<file path="src/rtl/definitions.sv">
// ---------------------------------------------------------------------------
// definitions
// Shared types and constants for the data memory arbiter.
//   arb_port_t    : identifies a requester (core load/store or data loader)
//   kARB_BURST_W  : width of the lock burst counter
// ---------------------------------------------------------------------------
package definitions;

    typedef enum logic {
        PORT_CORE = 1'b0,
        PORT_LOAD = 1'b1
    } arb_port_t;

    localparam int kARB_BURST_W = 4;

endpackage

</file>
<file path="src/rtl/rr_arbiter2.sv">
// ---------------------------------------------------------------------------
// rr_arbiter2
// Two-input round-robin grant generator. Grants are combinational; the
// pointer to the most recently granted port is registered.
// Ports:
//   clk, rst_n          : clock, async active-low reset
//   i_req0 / i_req1     : requests
//   i_pri_valid         : force priority to i_pri_port on contention
//   i_pri_port          : port favoured while i_pri_valid is high
//   o_gnt0 / o_gnt1     : one-hot-or-zero grants
// ---------------------------------------------------------------------------
module rr_arbiter2
    import definitions::*;
(
    input  logic      clk,
    input  logic      rst_n,
    input  logic      i_req0,
    input  logic      i_req1,
    input  logic      i_pri_valid,
    input  arb_port_t i_pri_port,
    output logic      o_gnt0,
    output logic      o_gnt1
);

    arb_port_t r_last;
    arb_port_t w_winner;

    always_comb begin
        w_winner = (r_last == PORT_CORE) ? PORT_LOAD : PORT_CORE;
        if (i_pri_valid) begin
            w_winner = i_pri_port;
        end
        o_gnt0 = 1'b0;
        o_gnt1 = 1'b0;
        if (i_req0 && i_req1) begin
            o_gnt0 = (w_winner == PORT_CORE);
            o_gnt1 = (w_winner == PORT_LOAD);
        end else begin
            o_gnt0 = i_req0;
            o_gnt1 = i_req1;
        end
    end

    // Reset to PORT_LOAD so the core wins the first contention.
    always_ff @(posedge clk or negedge rst_n) begin
        if (!rst_n) begin
            r_last <= PORT_LOAD;
        end else if (o_gnt0) begin
            r_last <= PORT_CORE;
        end else if (o_gnt1) begin
            r_last <= PORT_LOAD;
        end
    end

endmodule

</file>
<file path="src/rtl/data_mem_arbiter.sv">
// ---------------------------------------------------------------------------
// data_mem_arbiter
// Shares the single-port data memory between the core load/store port
// (port 0) and the loader/DMA port (port 1). One access per cycle, round-robin
// on contention, read data returned registered one cycle after the grant.
// Optional feature macro: MEM_ARB_LOCK_EN (lock + bounded burst ownership).
// Ports:
//   CLK, reset_n                      : clock, async active-low reset
//   req*/we*/addr*/wdata*/lock*       : requester inputs
//   gnt*, rvalid*, rdata, core_stall  : requester outputs
//   mem_addr/mem_wdata/mem_read/mem_write/mem_rdata : memory pins
// ---------------------------------------------------------------------------
module data_mem_arbiter
    import definitions::*;
#(
    parameter int MAX_BURST = 4,
    parameter int W         = 8
) (
    input  logic         CLK,
    input  logic         reset_n,
    input  logic         req0,
    input  logic         req1,
    input  logic         we0,
    input  logic         we1,
    input  logic [W-1:0] addr0,
    input  logic [W-1:0] addr1,
    input  logic [W-1:0] wdata0,
    input  logic [W-1:0] wdata1,
    input  logic         lock0,
    input  logic         lock1,
    output logic         gnt0,
    output logic         gnt1,
    output logic         rvalid0,
    output logic         rvalid1,
    output logic [W-1:0] rdata,
    output logic         core_stall,
    output logic [W-1:0] mem_addr,
    output logic [W-1:0] mem_wdata,
    output logic         mem_read,
    output logic         mem_write,
    input  logic [W-1:0] mem_rdata
);

    logic         w_pri_valid;
    arb_port_t    w_pri_port;
    logic         r_rvalid0;
    logic         r_rvalid1;
    logic [W-1:0] r_rdata;

    rr_arbiter2 u_rr_arbiter2 (
        .clk         (CLK),
        .rst_n       (reset_n),
        .i_req0      (req0),
        .i_req1      (req1),
        .i_pri_valid (w_pri_valid),
        .i_pri_port  (w_pri_port),
        .o_gnt0      (gnt0),
        .o_gnt1      (gnt1)
    );

`ifdef MEM_ARB_LOCK_EN
    localparam logic [kARB_BURST_W-1:0] LP_MAX_BURST = kARB_BURST_W'(MAX_BURST);

    logic                    r_own_valid;
    arb_port_t               r_owner;
    logic [kARB_BURST_W-1:0] r_burst_cnt;
    logic                    w_own_req;
    arb_port_t               w_gnt_port;
    logic                    w_gnt_lock;
    logic [kARB_BURST_W-1:0] w_burst_next;

    always_comb begin
        w_own_req    = (r_owner == PORT_CORE) ? (req0 & lock0) : (req1 & lock1);
        w_pri_valid  = r_own_valid & w_own_req;
        w_pri_port   = r_owner;
        w_gnt_port   = gnt1 ? PORT_LOAD : PORT_CORE;
        w_gnt_lock   = gnt1 ? lock1 : lock0;
        w_burst_next = kARB_BURST_W'(1);
        if (r_own_valid && (r_owner == w_gnt_port)) begin
            w_burst_next = r_burst_cnt + kARB_BURST_W'(1);
        end
    end

    // Ownership persists only while the owner is granted with lock held;
    // any other cycle (idle, lock dropped, other port granted) releases it.
    // Reaching the burst limit releases too, and since the pointer then points
    // at the owner, the other port wins the next contention.
    always_ff @(posedge CLK or negedge reset_n) begin
        if (!reset_n) begin
            r_own_valid <= 1'b0;
            r_owner     <= PORT_CORE;
            r_burst_cnt <= '0;
        end else if ((gnt0 || gnt1) && w_gnt_lock) begin
            if (w_burst_next == LP_MAX_BURST) begin
                r_own_valid <= 1'b0;
                r_burst_cnt <= '0;
            end else begin
                r_own_valid <= 1'b1;
                r_owner     <= w_gnt_port;
                r_burst_cnt <= w_burst_next;
            end
        end else begin
            r_own_valid <= 1'b0;
            r_burst_cnt <= '0;
        end
    end
`else
    logic w_unused_cfg;

    assign w_pri_valid  = 1'b0;
    assign w_pri_port   = PORT_CORE;
    assign w_unused_cfg = lock0 ^ lock1 ^ (MAX_BURST == 0);
`endif

    always_comb begin
        mem_addr  = '0;
        mem_wdata = '0;
        if (gnt0) begin
            mem_addr  = addr0;
            mem_wdata = wdata0;
        end else if (gnt1) begin
            mem_addr  = addr1;
            mem_wdata = wdata1;
        end
    end

    assign mem_write  = (gnt0 & we0) | (gnt1 & we1);
    assign mem_read   = (gnt0 & ~we0) | (gnt1 & ~we1);
    assign core_stall = req0 & ~gnt0;

    always_ff @(posedge CLK or negedge reset_n) begin
        if (!reset_n) begin
            r_rvalid0 <= 1'b0;
            r_rvalid1 <= 1'b0;
            r_rdata   <= '0;
        end else begin
            r_rvalid0 <= gnt0 & ~we0;
            r_rvalid1 <= gnt1 & ~we1;
            if (mem_read) begin
                r_rdata <= mem_rdata;
            end
        end
    end

    assign rvalid0 = r_rvalid0;
    assign rvalid1 = r_rvalid1;
    assign rdata   = r_rdata;

endmodule

</file>
<file path="config.mk">
export PLATFORM = sky130hd
export DESIGN_NAME = data_mem_arbiter
export DESIGN_NICKNAME = d
export VERILOG_FILES = /design/src/rtl/definitions.sv /design/src/rtl/rr_arbiter2.sv /design/src/rtl/data_mem_arbiter.sv
export SDC_FILE = /design/constraint.sdc
export NUM_CORES = 1
export LEC_CHECK = 0
export ABC_AREA = 1
export CAP_MARGIN = 40
export CORE_MARGIN = 5
export CORE_UTILIZATION = 25
export DETAILED_ROUTE_END_ITERATION = 10
export GPL_TIMING_DRIVEN = 0
export PLACE_DENSITY = 0.68
export SYNTH_ARGS = -nofsm -noshare
export SYNTH_HDL_FRONTEND = slang
export SYNTH_HIERARCHICAL = 1
export SYNTH_SLANG_ARGS = --single-unit
</file>
<file path="constraint.sdc">
create_clock -name CLK -period 2.15 [get_ports CLK]
set_input_delay 0.3225 -clock CLK [delete_from_list [all_inputs] [get_ports CLK]]
set_output_delay 0.3225 -clock CLK [all_outputs]
set_load 0.02 [all_outputs]
</file>
## Yosys cells after proc, flatten, opt, wreduce, memory -nomap -nowiden

Index checks and enable logic that the tools add are counted.

- Register bits after elaboration: 11
- Latch bits: 0
- Bits in writable memories: 0
- ROM bits: 0
- Bits of input ports: 48
- Output and inout bits: 31
- Logic and storage cells: 25
- Memories: 0

- $add $sub $neg: 0
- Multipliers: 0
- Div/mod/pow operators: 0
- Order comparisons: 0
- Equality and inequality tests: 0
- Shifts and indexed selects: 0
- Muxes and demuxes: 9
- Bitwise operators: 10
- Reduce and logical (&&, ||, !) cells: 2

Operator list:

| operator | number |
|---|---|
| $mux 8 | 4 |
| $and 1x1->1 | 5 |
| $mux 1 | 5 |
| $not 1->1 | 3 |
| $or 1x1->1 | 2 |
| $reduce_bool 2->1 | 1 |
| $logic_and 1x1->1 | 1 |

## Longest topological paths before layout

Gate-level depths: netlist of run 1.

- Depth after elaboration: 4
- Mapped depth: 10
- Mapped depth without buffers: 9

## Cells and area by module

The synthesis of run 1 kept the hierarchy.

Modules (own cells, without submodules):

| module | times used | cells each | area each (µm²) | seq. area each (µm²) |
|---|---|---|---|---|
| data_mem_arbiter | 1 | 100 | 757.0 | 250.2 |
| rr_arbiter2 | 1 | 17 | 96.3 | 26.3 |

## Worst setup path after synthesis of run 1

Ideal clock, no wire load.

- Path kind: reg-to-output
- Start point: register u_rr_arbiter2.r_last
- End point: output mem_write
- Arrival: 1611 ps
- Setup slack: 217 ps
- Cell stages (with the launch flop): 8
- Buffers on the path: 1
- Cells stage by stage: dfstp_2 > nand2_1 > nand2_1 > nand2_1 > nand2_1 > buf_6 > inv_6 > o21ai_0

- Elaborated cells on any way between the ends: 6

RTL lines:

| element | RTL line | text |
|---|---|---|
| start, declared | rr_arbiter2.sv:25 | `arb_port_t r_last;` |
| start signal, assigned | rr_arbiter2.sv:47 | `r_last <= PORT_LOAD;` |
| start signal, assigned | rr_arbiter2.sv:49 | `r_last <= PORT_CORE;` |
| start signal, assigned | rr_arbiter2.sv:51 | `r_last <= PORT_LOAD;` |
| $mux 1 | rr_arbiter2.sv:35 | `if (i_req0 && i_req1) begin` |
| named net gnt0 | data_mem_arbiter.sv:31 | `output logic gnt0,` |
| $and 1x1->1 | data_mem_arbiter.sv:127 | `assign mem_write = (gnt0 & we0) \| (gnt1 & we1);` |
| $or 1x1->1 | data_mem_arbiter.sv:127 |  |
| end, declared | data_mem_arbiter.sv:40 | `output logic mem_write,` |

The timed path passes the listed nets, and every way through them passes these cells.

## Worst setup path in the final report of run 1

- Start point: register u_rr_arbiter2.r_last
- End point: output gnt0

- Longest elaborated chain between the ends: 1

RTL lines:

| element | RTL line |
|---|---|
| $mux 1 | rr_arbiter2.sv:35 |
| end, declared | data_mem_arbiter.sv:31 |

No other way between the ends.

==> flow_metrics.py, run 1 <==
metrics = {
    "setup_path": {
        "ff2ff_setup_slack_ns": 0.72,
        "critPathLaunch": "u_rr_arbiter2/r_last$_DFFE_PN1P_",
        "critPathArrivalTime_ns": 1.72,
        "critPathCaptureType": "primary output",
        "critical_path.max_fanout": 3,
        "r2r_cells": 10,
        "cp-start-kind": "register",
        "required_ns": 1.83,
        "path_class": "register to primary output",
        "r2r_end": "rdata[2]$_DFFE_PN0P_",
        "r2r_start": "u_rr_arbiter2/r_last$_DFFE_PN1P_",
    },
    "timing": {
        "setup_viol": 0,
        "final.setup.tns_ns": 0,
        "clock.fmax_mhz": 490,
        "min_period_ns": 2.04,
        "fin_skew_ns": 0.00310,
        "rsz0062_at_grt": "false",
        "maxSlewViolCount": 0,
        "final-hold-violation-count": 0,
        "period_share": 0.949,
    },
    "cells_and_area": {
        "num-nets-final": 253,
        "multi_input_area_sq_um": 489,
        "nFillCells": 344,
        "drive_gt1_frac": 0.250,
        "diodes": 0,
        "area_delta_synth_final_pct": 96.9,
        "post-route-util": 0.508,
        "seq_area_sq_um": 277,
    },
    "die": {
        "die_area_sq_um": 4680,
        "start_util": 0.258,
        "dieHeight_um": 68.4,
        "io_pins": 79,
        "die_w_um": 68.4,
        "rows": 21,
        "core-area_sq_um": 3310,
    },
    "synthesis": {
        "synth_warnings": 6,
        "synth-edff-count": 0,
        "syn_inst": 117,
        "synth-seq-cells": 11,
        "async_flop_share": 1.00,
        "syn_area_per_cell_sq_um": 7.29,
        "yosysUniqueCellTypes": 17,
        "yosysMostFrequentCell": "nand2_1",
        "ys.flop_type": "dfrtp_1",
        "ys_seq_area_frac": 0.324,
        "synth_common_cells": "58 x nand2_1, 15 x nand3_1, 11 x nand3_2",
        "synthTopCellsByArea": "dfrtp_1 29%, nand2_1 26%, nand3_2 13%",
        "synthDominantAreaCellType": "dfrtp_1",
        "yosysTopAreaCellShare": 0.293,
        "syn_area_sq_um": 853,
    },
    "run_status": {
        "status": "finished clean",
    },
    "detailed_routing": {
        "vias_per_cell": 4.30,
        "ant_nets": 0,
        "drt_pass1_iterations": 4,
        "drt-total-wl_um": 3110,
        "num_vias": 1075,
        "drt-wirelength-per-cell_um": 12.4,
        "drtIter0Drc": 25,
        "drc": 0,
    },
    "clocking": {
        "cts_max_path_buffers": 2,
        "cts_buffers": 3,
        "hold_buffers": 0,
        "htree_num_levels": 1,
        "cts_root_buffer": "clkbuf_4",
        "clk_latency_ns": 0.27,
        "clk_pin_slew_ns": 0.07,
        "cts_tree": "done",
        "clkSinkCount": 11,
    },
    "power_and_ir_drop": {
        "clockPowerShare": 0.164,
        "power_frac_seq": 0.300,
        "p_sw_w": 0.000317,
        "leakagePower_nw": 0.854,
        "switching_share": 0.372,
        "p_per_area_nw_per_um2": 506,
        "ir_drop_mv": 0.334,
        "p_int_w": 0.000534,
        "combPwrFrac": 0.536,
    },
    "place": {
        "gp_congestion": 0.771,
        "hpwlAfterDp_um": 2470,
        "io_buffers": 76,
    },
    "global_route": {
        "grt_util_all_layers": 0.127,
        "antenna_found_initial": 0,
        "grt_pass1_vias": 1083,
        "grt_pass1_wl_um": 4650,
        "grt_overflow": 0,
        "grt_max_degree": 12,
    },
    "worst_hold_path": {
        "hold_class": "primary input to async pin",
    },
    "flow_run": {
        "maxCapViolCount": 0,
    },
}
==> final cells by class <==
type                    count  area share
multi-input cells          94       0.291
clock buffers               4      0.0156
flip-flops and latches     11       0.165
repair buffers             81       0.428
inverters                   9      0.0231
plain buffers               5      0.0432
well taps                  46      0.0343
==> what timing repair did <==
action / 4_1_cts / 5_1_grt
resized for setup: 64 / 13
setup buffers: 2 / 1
gates cloned: 2 / 0
setup endpoints to repair: 19 / 21
==> worst max-delay path by stage <==
stage                        end  slack (ns)  depth (start not counted)
finish                      gnt0        0.11                          5
global route         mem_addr[2]       0.005                          8
CTS                  mem_addr[1]       0.005                         10
detailed placement  mem_wdata[0]       -0.48                         10
global placement     mem_addr[3]       -0.43                         10
floorplan              mem_write        0.22                          7
==> registers in the layout, summed over array words and instances, names as in the netlist <==
register              flops
rvalid0                   1
rdata                     8
u_rr_arbiter2/r_last      1
rvalid1                   1
==> per-layer routing <==
metal  track usage  wire (um)  part of all wire  vias up
li1              -          -                 -      537
met1         0.145       1180              0.38      466
met2         0.217       1410              0.45       67
met3        0.0411        479              0.15        5
met4        0.0496         38             0.012        0
met5             0          0                 0        -
==> cells by family after synthesis <==
group / Yosys count / synth area share
AOI/OAI and AO/OA: 1 / 0.00586
buffers and inverters: 14 / 0.117
DFF: 11 / 0.324
other: 1 / 0.00439
and+or+nand+nor: 90 / 0.548
==> stage by stage <==
step | hold WS [ns] | cell area (sq um) | power, W | setup WS, ns | cells
2_1_floorplan | 0.0269 | 861 | 0.000479 | 0.217 | 119
3_3_place_gp | 0.496 | 1680 | 0.000722 | -0.427 | 241
3_5_place_dp | 0.499 | 1680 | 0.000729 | -0.480 | 241
4_1_cts | 0.399 | 1690 | 0.000857 | 0.00460 | 249
5_1_grt | 0.414 | 1680 | 0.000895 | 0.00503 | 250
6_report | 0.374 | 1680 | 0.000850 | 0.110 | 250
==> placed cells by master, fill, tap and decap left out <==
cell,count
nand2_1,56
clkdlybuf4s50_1,55
nand3_1,15
buf_2,13
nand3_2,11
dfrtp_1,10
inv_1,7
clkbuf_2,6
clkbuf_4,3
buf_4,3
conb_1,3
nand2_2,3
buf_8,2
buf_12,2
buf_6,2
nand2_8,2
nor2_1,2
inv_6,1
nand2_4,1
o21ai_0,1
clkbuf_1,1
dlygate4sd2_1,1
dlymetal6s2s_1,1
clkdlybuf4s15_1,1
inv_2,1
dfstp_2,1
==> critical path: stages, from the launching register on <==
cell,delay (ns)
dfstp_2,0.54
nand2_1,0.08
nand2_1,0.07
nand2_1,0.05
nand2_2,0.09
clkdlybuf4s50_1,0.61
==> power by group through the flow <==
stage	logic [W]	clock network (W)	registers (W)
finish	0.000456	0.000139	0.000255
global route	0.000491	0.000146	0.000259
CTS	0.000460	0.000142	0.000255
detailed placement	0.000472	0	0.000257
global placement	0.000466	0	0.000257
floorplan	0.000190	0	0.000289
No activity file was read; power rests on OpenSTA's default activity.
==> run 2, diff against run 1 <==
--- a/config.mk
+++ b/config.mk
@@ -5,13 +5,13 @@
 export SDC_FILE = /design/constraint.sdc
 export NUM_CORES = 1
 export LEC_CHECK = 0
-export ABC_AREA = 1
 export CAP_MARGIN = 40
+export CORE_ASPECT_RATIO = 0.8
 export CORE_MARGIN = 5
 export CORE_UTILIZATION = 25
 export DETAILED_ROUTE_END_ITERATION = 10
 export GPL_TIMING_DRIVEN = 0
-export PLACE_DENSITY = 0.68
+export PLACE_DENSITY = 0.76
 export SYNTH_ARGS = -nofsm -noshare
 export SYNTH_HDL_FRONTEND = slang
 export SYNTH_HIERARCHICAL = 1
==> run 2 against run 1 <==
Sequential cell count did not move. Critical path depth rose by 1. Combinational power fell by 4%. Synthesized cell count fell by 50%. Die area fell by 17%. Routed wire length fell by 2.5%. Total power fell by 1.8%. Register-to-register slack got worse by 0.66 ns. Maximum frequency fell by 3.9%. Global-route usage rose by 3.4 points. Sequential share of layout area rose by 1.2 points. Critical endpoint is now mem_wdata[1]. Largest power group unchanged.
==> flow_metrics.py, run 2 <==
metrics = {
    "power_and_ir_drop": {
        "ir_drop_mv": 0.227,
        "p_per_area_nw_per_um2": 534,
        "leakagePower_nw": 0.728,
    },
    "synthesis": {
        "synth-seq-cells": 11,
        "synth_warnings": 6,
        "syn_area_per_cell_sq_um": 11.7,
        "synthXorXnorAreaFrac": 0,
        "syn_inst": 58,
        "yosys.area_share.simple": 0.149,
        "yosysTopAreaCellShare": 0.368,
        "ys_seq_area_frac": 0.406,
        "ys.flop_type": "dfrtp_1",
        "syn_area_sq_um": 681,
        "yosysUniqueCellTypes": 22,
        "synth_common_cells": "14 x a22o_1, 10 x dfrtp_1, 8 x mux2_4",
        "synth_adder_area_share": 0,
        "synthTopCellsByArea": "dfrtp_1 37%, a22o_1 18%, mux2_4 18%",
        "synthDominantAreaCellType": "dfrtp_1",
        "synth-edff-count": 0,
        "yosysMostFrequentCell": "a22o_1",
        "muxShareOfSynthArea": 0.176,
        "synth_compound_area_frac": 0.228,
        "async_flop_share": 1.00,
        "synth_top_family_by_area": "compound AO/OA/AOI/OAI gates",
    },
    "place": {
        "gp_congestion": 0.721,
        "hpwlAfterDp_um": 2460,
        "io_buffers": 76,
        "post-place-ws_ns": -0.881,
        "dp_cells": 172,
    },
    "clocking": {
        "cts_tree": "done",
        "cts_root_buffer": "clkbuf_4",
        "cts_max_path_buffers": 2,
        "clkSinkCount": 11,
        "clk_pin_slew_ns": 0.06,
        "clk_latency_ns": 0.26,
        "htree_num_levels": 1,
        "hold_buffers": 0,
        "cts_buffers": 3,
    },
    "global_route": {
        "grt_pass1_wl_um": 4550,
        "grt_overflow": 0,
        "grt_pass1_vias": 824,
        "antenna_found_initial": 0,
        "grt_util_all_layers": 0.161,
        "grt_max_degree": 12,
    },
    "timing": {
        "final-hold-violation-count": 0,
        "whs_ns": 0.304,
        "min_period_ns": 2.12,
        "period_share": 0.987,
        "setup_slack_ns": 0.0270,
        "fin_skew_ns": 0.00193,
        "maxSlewViolCount": 0,
        "rsz0062_at_grt": "true",
        "setup_viol": 0,
        "clock.fmax_mhz": 471,
    },
    "setup_path": {
        "critical_path.max_fanout": 6,
        "path_class": "primary input to primary output",
        "critPathArrivalTime_ns": 1.80,
        "required_ns": 1.83,
        "cp-start-kind": "primary input",
        "critPathCaptureType": "primary output",
    },
    "detailed_routing": {
        "num_vias": 794,
        "drt_pass1_iterations": 4,
        "drc": 0,
        "vias_per_cell": 4.29,
        "drt-wirelength-per-cell_um": 16.4,
        "drt-total-wl_um": 3030,
        "drtIter0Drc": 39,
        "ant_nets": 0,
    },
    "cells_and_area": {
        "area_delta_synth_final_pct": 130,
        "largest_reg_flops": 8,
        "layout_common_cells": "55 x clkdlybuf4s50_1, 15 x buf_2, 14 x a22o_1",
        "diodes": 0,
        "layout_commonest_cell": "clkdlybuf4s50_1",
        "num-nets-final": 198,
        "drive_gt1_frac": 0.349,
        "fin_cells": 185,
    },
    "die": {
        "die_w_um": 68.3,
        "rows": 16,
        "dieHeight_um": 56.7,
        "io_pins": 79,
        "die_area_sq_um": 3870,
        "core-area_sq_um": 2520,
        "start_util": 0.270,
    },
    "run_status": {
        "status": "finished clean",
    },
    "flow_run": {
        "maxCapViolCount": 0,
    },
    "worst_hold_path": {
        "hold_class": "primary input to register",
    },
}
==> run 2: final cells by class <==
cell class | instances | area, sq um
fillers | 222 | 958
clock buffers | 4 | 26.3
well taps | 36 | 45.0
multi-input cells | 45 | 407
flip-flops and latches | 11 | 277
repair buffers | 86 | 779
plain buffers | 3 | 30.0
==> run 2: metrics by stage <==
stage	power, W	instance area [sq um]	setup TNS (ns)	utilization
after floorplan	0.000456	688	0	-
after global placement	0.000687	1490	-11.78	0.592
after detailed placement	0.000696	1490	-13.57	0.592
after CTS	0.000836	1540	-0.00293	0.610
after global routing	0.000883	1560	-0.315	0.620
final	0.000835	1560	0	0.620
==> run 2: cell families after synthesis <==
logic type	Yosys count
AO/OA/AOI/OAI	19
buffers and inverters	4
flip-flops	11
multiplexers	8
other	1
AND/OR/NAND/NOR	15
==> run 2: repair_timing <==
item                                    in CTS  in global routing
gates resized for setup                     90                  4
endpoints found under the setup margin      20                 18
cloned                                       1                  0
pin swaps                                    1                  2
setup buffers                                5                  4
==> run 2: report_power, final <==
group	switching [W]	internal, W	leakage [nW]	total, W
clock	0.0000649	0.0000717	0.0150	0.000137
sequential	0.0000188	0.000240	0.131	0.000259
combinational	0.000187	0.000252	0.583	0.000440
total	0.000271	0.000564	0.728	0.000835
==> run 2: path summary, 6_finish.rpt <==
kind                                                        from                                to  slack [ns]  cells after the start
max in group asynchronous                                reset_n  u_rr_arbiter2/r_last$_DFFE_PN1P_        1.43                      1
worst min-delay path                                        req0  u_rr_arbiter2/r_last$_DFFE_PN1P_        0.30                      2
worst max-delay path                                        req1                      mem_wdata[1]        0.03                      6
worst max register to register  u_rr_arbiter2/r_last$_DFFE_PN1P_              rdata[2]$_DFFE_PN0P_        0.06                      9
worst min register to register              rdata[0]$_DFFE_PN0P_              rdata[0]$_DFFE_PN0P_        0.51                      1
min in group asynchronous                                reset_n              rdata[4]$_DFFE_PN0P_        0.38                      1
==> run 2: critical path: stages <==
cell             delay (ns)
clkdlybuf4s50_1        0.53
nor2b_2                0.23
nor2b_4                0.27
buf_6                  0.15
a22o_1                 0.12
buf_2                  0.17
==> run 2: per-layer routing <==
metal  up-vias  part of all wire  GRT usage  wire (um)
met5         -                 0          0          0
met4         0             0.014     0.0368         42
met3         6             0.024     0.0319         73
met2        13              0.62      0.306       1890
met1       380              0.34      0.177       1030
li1        395                 -          -          -
